<file path="config.mk">
export PLATFORM = sky130hd
export DESIGN_NAME = ctrl_regs
export DESIGN_NICKNAME = d
export VERILOG_FILES = /design/src/rtl/ctrl_regs_pkg.sv /design/src/rtl/ctrl_reg_channel.sv /design/src/rtl/ctrl_regs.sv
export SDC_FILE = /design/constraint.sdc
export NUM_CORES = 1
export LEC_CHECK = 0
export CORE_MARGIN = 1.5
export CORE_UTILIZATION = 38
export DETAILED_ROUTE_END_ITERATION = 12
export GPL_TIMING_DRIVEN = 0
export PLACE_DENSITY = 0.87
export SYNTH_ARGS = -nofsm -noshare
export SYNTH_HDL_FRONTEND = slang
export SYNTH_SLANG_ARGS = --single-unit
</file>
<file path="constraint.sdc">
create_clock -name clk -period 1.12 [get_ports clk]
set_clock_uncertainty 0.2 [all_clocks]
set_input_delay 0.168 -clock clk [delete_from_list [all_inputs] [get_ports clk]]
set_output_delay 0.168 -clock clk [all_outputs]
set_load 0.02 [all_outputs]
</file>
<file path="src/rtl/ctrl_regs_pkg.sv">
// Shared constants for the control-register bank: byte width, default
// channel count and the fixed echo-message length.
package ctrl_regs_pkg;
  localparam int BYTE_W = 8;
  localparam int DEFAULT_N_REGS = 9;
  localparam logic [BYTE_W-1:0] LEN_ONE = 8'd1;
endpackage

</file>
<file path="src/rtl/ctrl_reg_channel.sv">
// One control register with its one-deep echo byte, have_msg flag and
// optional auto-clearing pulse counter.
module ctrl_reg_channel
  import ctrl_regs_pkg::*;
#(
  parameter int DATA_W = BYTE_W,
  parameter logic [DATA_W-1:0] RST_VAL = '0,
  parameter bit PULSE_EN = 1'b0,
  parameter int PULSE_CYCLES = 16
) (
  input  logic              clk,
  input  logic              rst,
  input  logic [DATA_W-1:0] wdata,
  input  logic              valid,
  input  logic              rdreq,
  output logic              have_msg,
  output logic [DATA_W-1:0] echo,
  output logic [DATA_W-1:0] value
);

  localparam int CNT_W = $clog2(PULSE_CYCLES + 1);
  localparam logic [CNT_W-1:0] CNT_LOAD = CNT_W'(PULSE_CYCLES);
  localparam logic [CNT_W-1:0] CNT_ONE = CNT_W'(1);

  logic [CNT_W-1:0] cnt;

  always_ff @(posedge clk) begin
    if (rst) begin
      value    <= RST_VAL;
      echo     <= '0;
      have_msg <= 1'b0;
      cnt      <= '0;
    end else if (valid) begin
      // A write beats a same-cycle pop and restarts any pulse in flight.
      value    <= wdata;
      echo     <= wdata;
      have_msg <= 1'b1;
      if (PULSE_EN) cnt <= (wdata != '0) ? CNT_LOAD : '0;
    end else begin
      if (rdreq) have_msg <= 1'b0;
      if (PULSE_EN && cnt != '0) begin
        cnt <= cnt - CNT_ONE;
        if (cnt == CNT_ONE) value <= RST_VAL;
      end
    end
  end

endmodule

</file>
<file path="src/rtl/ctrl_regs.sv">
// Bank of N_REGS byte-bus control registers with per-channel write echo;
// only slices, zero-extends and concatenates the channel instances.
module ctrl_regs
  import ctrl_regs_pkg::*;
#(
  parameter int N_REGS = DEFAULT_N_REGS,
  parameter int DATA_W = BYTE_W,
  parameter logic [N_REGS*8-1:0] RST_VALS = '0,
  parameter logic [N_REGS-1:0] PULSE_MASK = '0,
  parameter int PULSE_CYCLES = 16
) (
  input  logic                clk,
  input  logic                rst,
  input  logic [7:0]          master_data,
  input  logic [N_REGS-1:0]   valid_bus,
  input  logic [N_REGS-1:0]   rdreq_bus,
  output logic [N_REGS-1:0]   have_msg_bus,
  output logic [N_REGS*8-1:0] slave_data_bus,
  output logic [N_REGS*8-1:0] len_bus,
  output logic [N_REGS*8-1:0] regs_out
);

  logic [DATA_W-1:0] wdata;
  logic              unused_master_data;

  assign wdata = master_data[DATA_W-1:0];
  assign unused_master_data = ^master_data;

  for (genvar i = 0; i < N_REGS; i++) begin : g_ch
    logic [DATA_W-1:0] echo;
    logic [DATA_W-1:0] value;

    ctrl_reg_channel #(
      .DATA_W      (DATA_W),
      .RST_VAL     (RST_VALS[i*8 +: DATA_W]),
      .PULSE_EN    (PULSE_MASK[i]),
      .PULSE_CYCLES(PULSE_CYCLES)
    ) u_ch (
      .clk     (clk),
      .rst     (rst),
      .wdata   (wdata),
      .valid   (valid_bus[i]),
      .rdreq   (rdreq_bus[i]),
      .have_msg(have_msg_bus[i]),
      .echo    (echo),
      .value   (value)
    );

    assign slave_data_bus[i*8 +: 8] = BYTE_W'(echo);
    assign regs_out[i*8 +: 8]       = BYTE_W'(value);
    assign len_bus[i*8 +: 8]        = have_msg_bus[i] ? LEN_ONE : '0;
  end

endmodule
</file>
# After elaboration in Yosys (flattened, before gate mapping)
# Index checks and enable logic that the tools add are counted.
# totals
register_bits,81
in_bits,28
out_inout_bits,225
elab_cells,54
# classes
n_mux,27
reduce_logical,9
# ops
cell,count
$mux W1,27
$reduce_bool A2 Y1,9

# Logic depth before layout (Yosys ltp)
# Gate-level depths: netlist of run 1.
# depth
word_depth,2
mapped_depth,3

# By module
# Synthesis of run 1 repeated with hierarchy kept, for this count alone.
# hier_totals
hier_cells,415
area_unflattened_um2,3978.8
# by_module_without_submodules
mod,instances,cells_per_inst,area_per_inst_um2,seq_area_each_um2
ctrl_reg_channel,9,38,381.6,180.2
ctrl_regs,1,73,544.3,0.0

# Least setup slack after synthesis of run 1
# Ideal clock, no wire load.
# synth_timing
path_type,register -> output
from,register g_ch[0].u_ch.echo[0]
to,output port slave_data_bus[0]
arrival_time_ps,615
required_ps,752
path_slack_ps,137
stages_incl_launch_ff,2
n_path_buf,1
path_cell_list,dfxtp_1 buf_4
# synth_rtl
element,line,rtl
from (decl),ctrl_reg_channel.sv:17,"output logic [DATA_W-1:0] echo,"
from (signal assigned),ctrl_reg_channel.sv:36,echo <= wdata;
to (decl),ctrl_regs.sv:18,"output logic [N_REGS*8-1:0] slave_data_bus,"
# No word-level cell between the ends.

# Final worst setup path of run 1
# layout_timing
from,register g_ch[6].u_ch.echo[7]
to,output port slave_data_bus[55]
# layout_rtl
element,line
from (decl),ctrl_reg_channel.sv:17
from (signal assigned),ctrl_reg_channel.sv:36
# No word-level cell between the ends.

==> qor.yml, run 1 <==
synthesis:
  netlist_area_um2: 4220
  yosys.area.top_type: "dfxtp_1"
  avgSynthCellArea_um2: 9.769
  synth_area_leaders: "dfxtp_1 (38%), buf_4 (27%), mux2i_1 (17%)"
  synth_cells: 432
  synth.top_cell.area_share: 0.3842
  ys_seq_area_frac: 0.3842
  ys_ff_latch: 81
  yosysUniqueCellTypes: 15
  yosysWarnings: 0
finish:
  drive_gt1_frac: 0.6653
  antennaDiodeCount: 0
  fin_util: 0.6990
  fillers: 761
  regArea_um2: 1815
  num-nets-final: 738
  multi_input_area_um2: 1386
  synthToLayoutAreaGrowth_pct: 79.54
drt:
  ant_nets: 0
  drtPass1Iterations: 4
  wirelength_um: 13670
  vias: 3587
  wl_per_cell_um: 16.00
  drc: 0
  drt_iter0_markers: 62
  drt-vias-per-instance: 4.200
sta:
  slew_violations: 0
  finalCritPeriodShare: 1.171
  clock.fmax_mhz: 762.3
  finalSetupViolations: 162
  fin_ws_ns: -0.1917
  rsz0062_at_grt: "yes"
  holdWs_ns: -0.03830
  min_period_ns: 1.312
  hold_viol_final: 6
hold_path:
  min_from: "valid_bus[3]"
  hold_end: "g_ch[3].u_ch.value[3]$_SDFFE_PP0P_"
  holdPathStages: 3
  worstHoldPathType: "input pin to flop"
place:
  place_hpwl_um: 8278
  place_congestion: 0.7044
  io_buffers: 171
setup_path:
  cp.arrival_ns: 0.94
  cp_data_required_time_ns: 0.75
  crit_type: "flop to output port"
  start_kind: "flop"
  reg2reg_slack_ns: 0.10
  path_max_fanout: 3
  rr_worst_depth: 3
  timing.rr.end: "g_ch[3].u_ch.value[0]$_SDFFE_PP0P_"
  setup.worst_path.end_class: "output port"
  r2r-start: "g_ch[3].u_ch.value[0]$_SDFFE_PP0P_"
floorplanning:
  start_util: 0.3893
  die_w_um: 108.4
  dieArea_um2: 11750
  rows: 38
  die_h_um: 108.4
  core_um2: 10840
  ioPinCount: 253
power_and_ir_drop:
  powerDensity_nw_per_um2: 1059
  finalPower_mw: 8.027
  power_leakage_nw: 3.949
  ir_drop_mv: 0.7119
clock_network:
  clk_pin_slew_ns: 0.09
  cts_buffers: 9
  clockBufferDepth: 2
  cts_tree: "built"
  hold_buffers: 10
  clock_latency_ns: 0.34
  clock_sinks: 81
  root_buffer: "clkbuf_8"
  h-tree-depth: 3
run:
  cap_violations: 0
global_route:
  first_global_vias: 3691
  grt_antenna_before_repair: 0
  overflow: 0
  grt_pass1_wl_um: 18850
  grt_usage: 0.2145
  grt_max_degree: 14
run_status:
  failed_checks: "hold timing, setup timing"
  outcome: "finished, violations left"
==> worst max-delay path, cell delays in order (launching register included) <==
cell and delay (ns):
dfxtp_4 0.36, buf_6 0.11, buf_6 0.12
==> layout make-up <==
class,instances,area share
Sequential cell,81,0.2396
Clock buffer,9,0.01635
Multi-Input combinational cell,225,0.1830
Tap cell,140,0.02312
Timing Repair Buffer,205,0.2923
Inverter,9,0.004458
Clock inverter,6,0.007926
Buffer,179,0.2333
==> flip-flops by register name, indices dropped and copies added, names as in the netlist <==
signal and count:
g_ch.u_ch.value 40, g_ch.u_ch.echo 32, g_ch.u_ch.have_msg 9
==> through the flow <==
stage	hold WS (ns)	std cells	TNS [ns]	cell area (um^2)	setup slack [ns]
6_report	-0.03830	854	-21.13	7577	-0.1917
2_1_floorplan	0.1498	494	0	4453	0.1366
3_5_place_dp	0.2550	805	-41.29	6340	-0.3398
3_3_place_gp	0.2531	805	-39.81	6340	-0.3163
5_1_grt	-0.03559	854	-27.33	7577	-0.2422
4_1_cts	-0.06141	842	-23.43	7348	-0.2022
==> cell usage after synthesis <==
| cell type | number |
|---|---|
| conb_1 | 1 |
| a21oi_4 | 1 |
| buf_6 | 10 |
| nor2_1 | 70 |
| a21oi_1 | 1 |
| buf_12 | 1 |
| nand2b_1 | 9 |
| buf_2 | 8 |
| buf_8 | 7 |
| mux2i_1 | 72 |
| buf_4 | 153 |
| dfxtp_1 | 81 |
| nor2_2 | 2 |
| inv_1 | 9 |
| a21oi_2 | 7 |
==> cells in the final DEF (no fill, tap or decap), types with 2 or more instances in the layout <==
cell | Yosys | final
clkinv_2 | 0 | 3
nand2b_1 | 9 | 9
dfxtp_2 | 0 | 44
buf_2 | 8 | 16
dlymetal6s4s_1 | 0 | 9
inv_1 | 9 | 9
nor2_2 | 2 | 2
buf_6 | 10 | 261
buf_8 | 7 | 8
clkbuf_8 | 0 | 9
dfxtp_4 | 0 | 37
clkdlybuf4s50_1 | 0 | 9
mux2i_1 | 72 | 68
mux2i_2 | 0 | 4
clkinvlp_4 | 0 | 2
nor2_1 | 70 | 70
conb_1 | 1 | 63
a21oi_2 | 7 | 7
buf_4 | 153 | 78
==> kinds of logic after synthesis <==
family	Yosys count	synth area share
buf+inv	188	0.3460
simple gates	81	0.07856
compound gates	9	0.01957
other cells	1	0.0008886
flops	81	0.3842
mux	72	0.1708
==> layer usage <==
layer  part of all wire  vias to the layer above  global-route usage  wire (um)
met1               0.36                     1706              0.2137       4874
met5                  0                        -                   0          0
met3              0.061                       24             0.05063        835
li1                   -                     1700                   -          -
met2               0.56                      157              0.4263       7649
met4              0.022                        0             0.07707        307
==> how the worst max path moves through the flow <==
stage                                            start                  to  slack (ns)  cells after the start
floorplan            g_ch[0].u_ch.echo[0]$_SDFFE_PP0P_   slave_data_bus[0]        0.14                      1
global placement    g_ch[2].u_ch.have_msg$_SDFFE_PP0P_         len_bus[16]       -0.32                      2
detailed placement  g_ch[2].u_ch.have_msg$_SDFFE_PP0P_     have_msg_bus[2]       -0.34                      2
CTS                 g_ch[2].u_ch.have_msg$_SDFFE_PP0P_     have_msg_bus[2]       -0.20                      2
global route        g_ch[2].u_ch.have_msg$_SDFFE_PP0P_     have_msg_bus[2]       -0.24                      2
finish               g_ch[6].u_ch.echo[7]$_SDFFE_PP0P_  slave_data_bus[55]       -0.19                      2
==> power by group <==
group	internal, mW	switching, mW	total (mW)
combinational	1.47	1.25	2.72
sequential	3.05	0.219	3.27
clock	1.01	1.03	2.04
total	5.52	2.51	8.03
==> timing repair <==
action	4_1_cts	5_1_grt
gates cloned	0	9
endpoints found under the hold margin	81	8
pin swaps	0	0
endpoints found under the setup margin	162	199
resized for setup	1142	52
buffers inserted	12	3
(Power assumes the default switching activity.)
==> inputs of run 2 (changes only) <==
==> constraint.sdc (replaced) <==
create_clock -name clk -period 1.3 [get_ports clk]
set_clock_uncertainty 0.2 [all_clocks]
set_input_delay 0.195 -clock clk [delete_from_list [all_inputs] [get_ports clk]]
set_output_delay 0.195 -clock clk [all_outputs]
set_load 0.005 [all_outputs]
==> run 2 against run 1 <==
Net effect: the flow finishes with violations (setup timing); total power fell by 26%; critical path depth did not move; final cell count shrank 8.4%; global-route usage down 1.3 points; critical path type unchanged.
==> qor.yml, run 2 (synthesized netlist as in run 1, its figures left out) <==
drt:
  drc: 0  # unchanged
  drtPass1Iterations: 4  # unchanged
  wirelength_um: 11630  # was 13670 um
  vias: 3253  # was 3587
  drt-vias-per-instance: 4.160  # was 4.200
  ant_nets: 0  # unchanged
  wl_per_cell_um: 14.87  # was 16.00 um
  drt_iter0_markers: 78  # was 62
clock_network:
  clock_latency_ns: 0.34  # about the same
  h-tree-depth: 3  # unchanged
  clk_pin_slew_ns: 0.09  # about the same
  cts_buffers: 9  # unchanged
  clock_sinks: 81  # unchanged
  cts_tree: "built"  # unchanged
  clockBufferDepth: 2  # unchanged
  root_buffer: "clkbuf_8"  # unchanged
power_and_ir_drop:
  power_leakage_nw: 3.350  # was 3.949 nW
  powerDensity_nw_per_um2: 962.9  # was 1059 nW/um^2
  ir_drop_mv: 0.5750  # was 0.7119 mV
  finalPower_mw: 5.968  # was 8.027 mW
setup_path:
  cp_data_required_time_ns: 0.90  # was 0.75 ns
  setup.worst_path.end_class: "output port"  # unchanged
  cp.arrival_ns: 0.92  # was 0.94 ns
  start_kind: "flop"  # unchanged
  path_max_fanout: 2  # was 3
  crit_type: "flop to output port"  # unchanged
global_route:
  grt_util_met3: 0.04219  # was 0.05063
  overflow: 0  # unchanged
  met1_usage: 0.2142  # was 0.2137
  top_usage_layer: "met2"  # unchanged
  met2_usage: 0.3924  # was 0.4263
  grt_max_degree: 14  # unchanged
  grt_pass1_wl_um: 17890  # was 18850 um
  first_global_vias: 3540  # was 3691
  grt_antenna_before_repair: 0  # unchanged
  grt_usage: 0.2015  # was 0.2145
run_status:
  failed_checks: "setup timing"  # was hold timing, setup timing
  outcome: "finished, violations left"  # unchanged
sta:
  hold_viol_final: 0  # was 6
  fin_ws_ns: -0.01826  # was -0.1917 ns
  min_period_ns: 1.318
  rsz0062_at_grt: "yes"  # unchanged
  clock.fmax_mhz: 758.6
  finalCritPeriodShare: 1.014
  finalSetupViolations: 2  # was 162
  holdWs_ns: 0.06663  # was -0.03830 ns
  fin_setup_tns_ns: -0.02505  # was -21.13 ns
  slew_violations: 0  # unchanged
floorplanning:
  ioPinCount: 253  # unchanged
  dieArea_um2: 11750  # unchanged
  rows: 38  # unchanged
  die_h_um: 108.4  # unchanged
  die_w_um: 108.4  # unchanged
  start_util: 0.3893  # unchanged
  core_um2: 10840  # unchanged
finish:
  synthToLayoutAreaGrowth_pct: 46.87  # was 79.54%
  final_area_um2: 6198  # was 7577 um^2
  final_common_cell: "buf_6"  # unchanged
  num-nets-final: 666  # was 738
  top_regs: "g_ch.u_ch.value (40), g_ch.u_ch.echo (32), g_ch.u_ch.have_msg (9)"  # unchanged
  largest_register_ffs: 40  # unchanged
  antennaDiodeCount: 0  # unchanged
  drive_gt1_frac: 0.6215  # was 0.6653
  top_register: "g_ch.u_ch.value"  # unchanged
  final_cell_mix: "buf_6 (119), buf_4 (86), buf_2 (77), dfxtp_2 (77), mux2i_1 (72)"  # was buf_6 (261), buf_4 (78), nor2_1 (70)
run:
  cap_violations: 0  # unchanged
place:
  place_congestion: 0.7044  # unchanged
  io_buffers: 171  # unchanged
  dpl-instance-area_um2: 6340  # unchanged
  place_hpwl_um: 8278  # unchanged
  dp_slack_ns: -0.08362  # was -0.3398 ns
hold_path:
  worstHoldPathType: "input pin to flop"  # unchanged
run 2: cell types whose count changed in the layout (fill, tap and decap cells not counted):
| cell | previous run | this run |
|---|---|---|
| buf_2 | 16 | 77 |
| buf_4 | 78 | 86 |
| buf_6 | 261 | 119 |
| buf_8 | 8 | 7 |
| clkbuf_16 | 1 | 0 |
| clkbuf_2 | 0 | 3 |
| dfxtp_2 | 44 | 77 |
| dfxtp_4 | 37 | 4 |
| dlygate4sd3_1 | 1 | 10 |
| dlymetal6s4s_1 | 9 | 0 |
| mux2i_1 | 68 | 72 |
| mux2i_2 | 4 | 0 |
run 2: worst paths after layout:
kind	from	to	slack (ns)	cells past startpoint
hold reg to reg	g_ch[3].u_ch.have_msg$_SDFFE_PP0P_	g_ch[3].u_ch.have_msg$_SDFFE_PP0P_	0.31	2
hold / removal	master_data[7]	g_ch[6].u_ch.echo[7]$_SDFFE_PP0P_	0.07	3
setup / recovery	g_ch[2].u_ch.have_msg$_SDFFE_PP0P_	have_msg_bus[2]	-0.02	2
setup reg to reg	g_ch[2].u_ch.have_msg$_SDFFE_PP0P_	g_ch[2].u_ch.have_msg$_SDFFE_PP0P_	0.16	5
run 2: area by class of cell:
type                    instances  area [um^2]
well taps                     140        175.2
fillers                       945         4642
plain buffers                 100        874.6
repair buffers                212         1827
multi-input cells             225         1371
inverters                       9        33.78
clock inverters                 6        60.06
flip-flops and latches         81         1733
clock buffers                   9        123.9
run 2: per-stage QoR:
step	instances	util
after floorplan	494	-
after global placement	805	0.5848
after detailed placement	805	0.5848
after CTS	847	0.6415
after global routing	782	0.5718
final	782	0.5718
run 2: layer usage:
metal  share of wire  vias to the layer above
li1                -                     1552
met1            0.39                     1536
met2            0.54                      150
met3           0.062                       15
met4           0.013                        0
met5               0                        -
run 2: critical path, stage by stage (launching register included):
cell     delay (ns)
dfxtp_2        0.35
buf_6          0.12
buf_6          0.10
run 2: repair_timing:
item                       4_1_cts  5_1_grt
setup endpoints to repair      162       93
hold endpoints to repair        78        0
buffers inserted                25        6
hold buffers                    10        0
resized for setup              900        8
run 2: power by group:
| group | total [mW] | internal (mW) | switching, mW | leakage (nW) |
|---|---|---|---|---|
| clock network | 1.76 | 0.867 | 0.892 | 0.0909 |
| registers | 2.81 | 2.66 | 0.152 | 0.698 |
| logic | 1.40 | 0.862 | 0.536 | 2.56 |
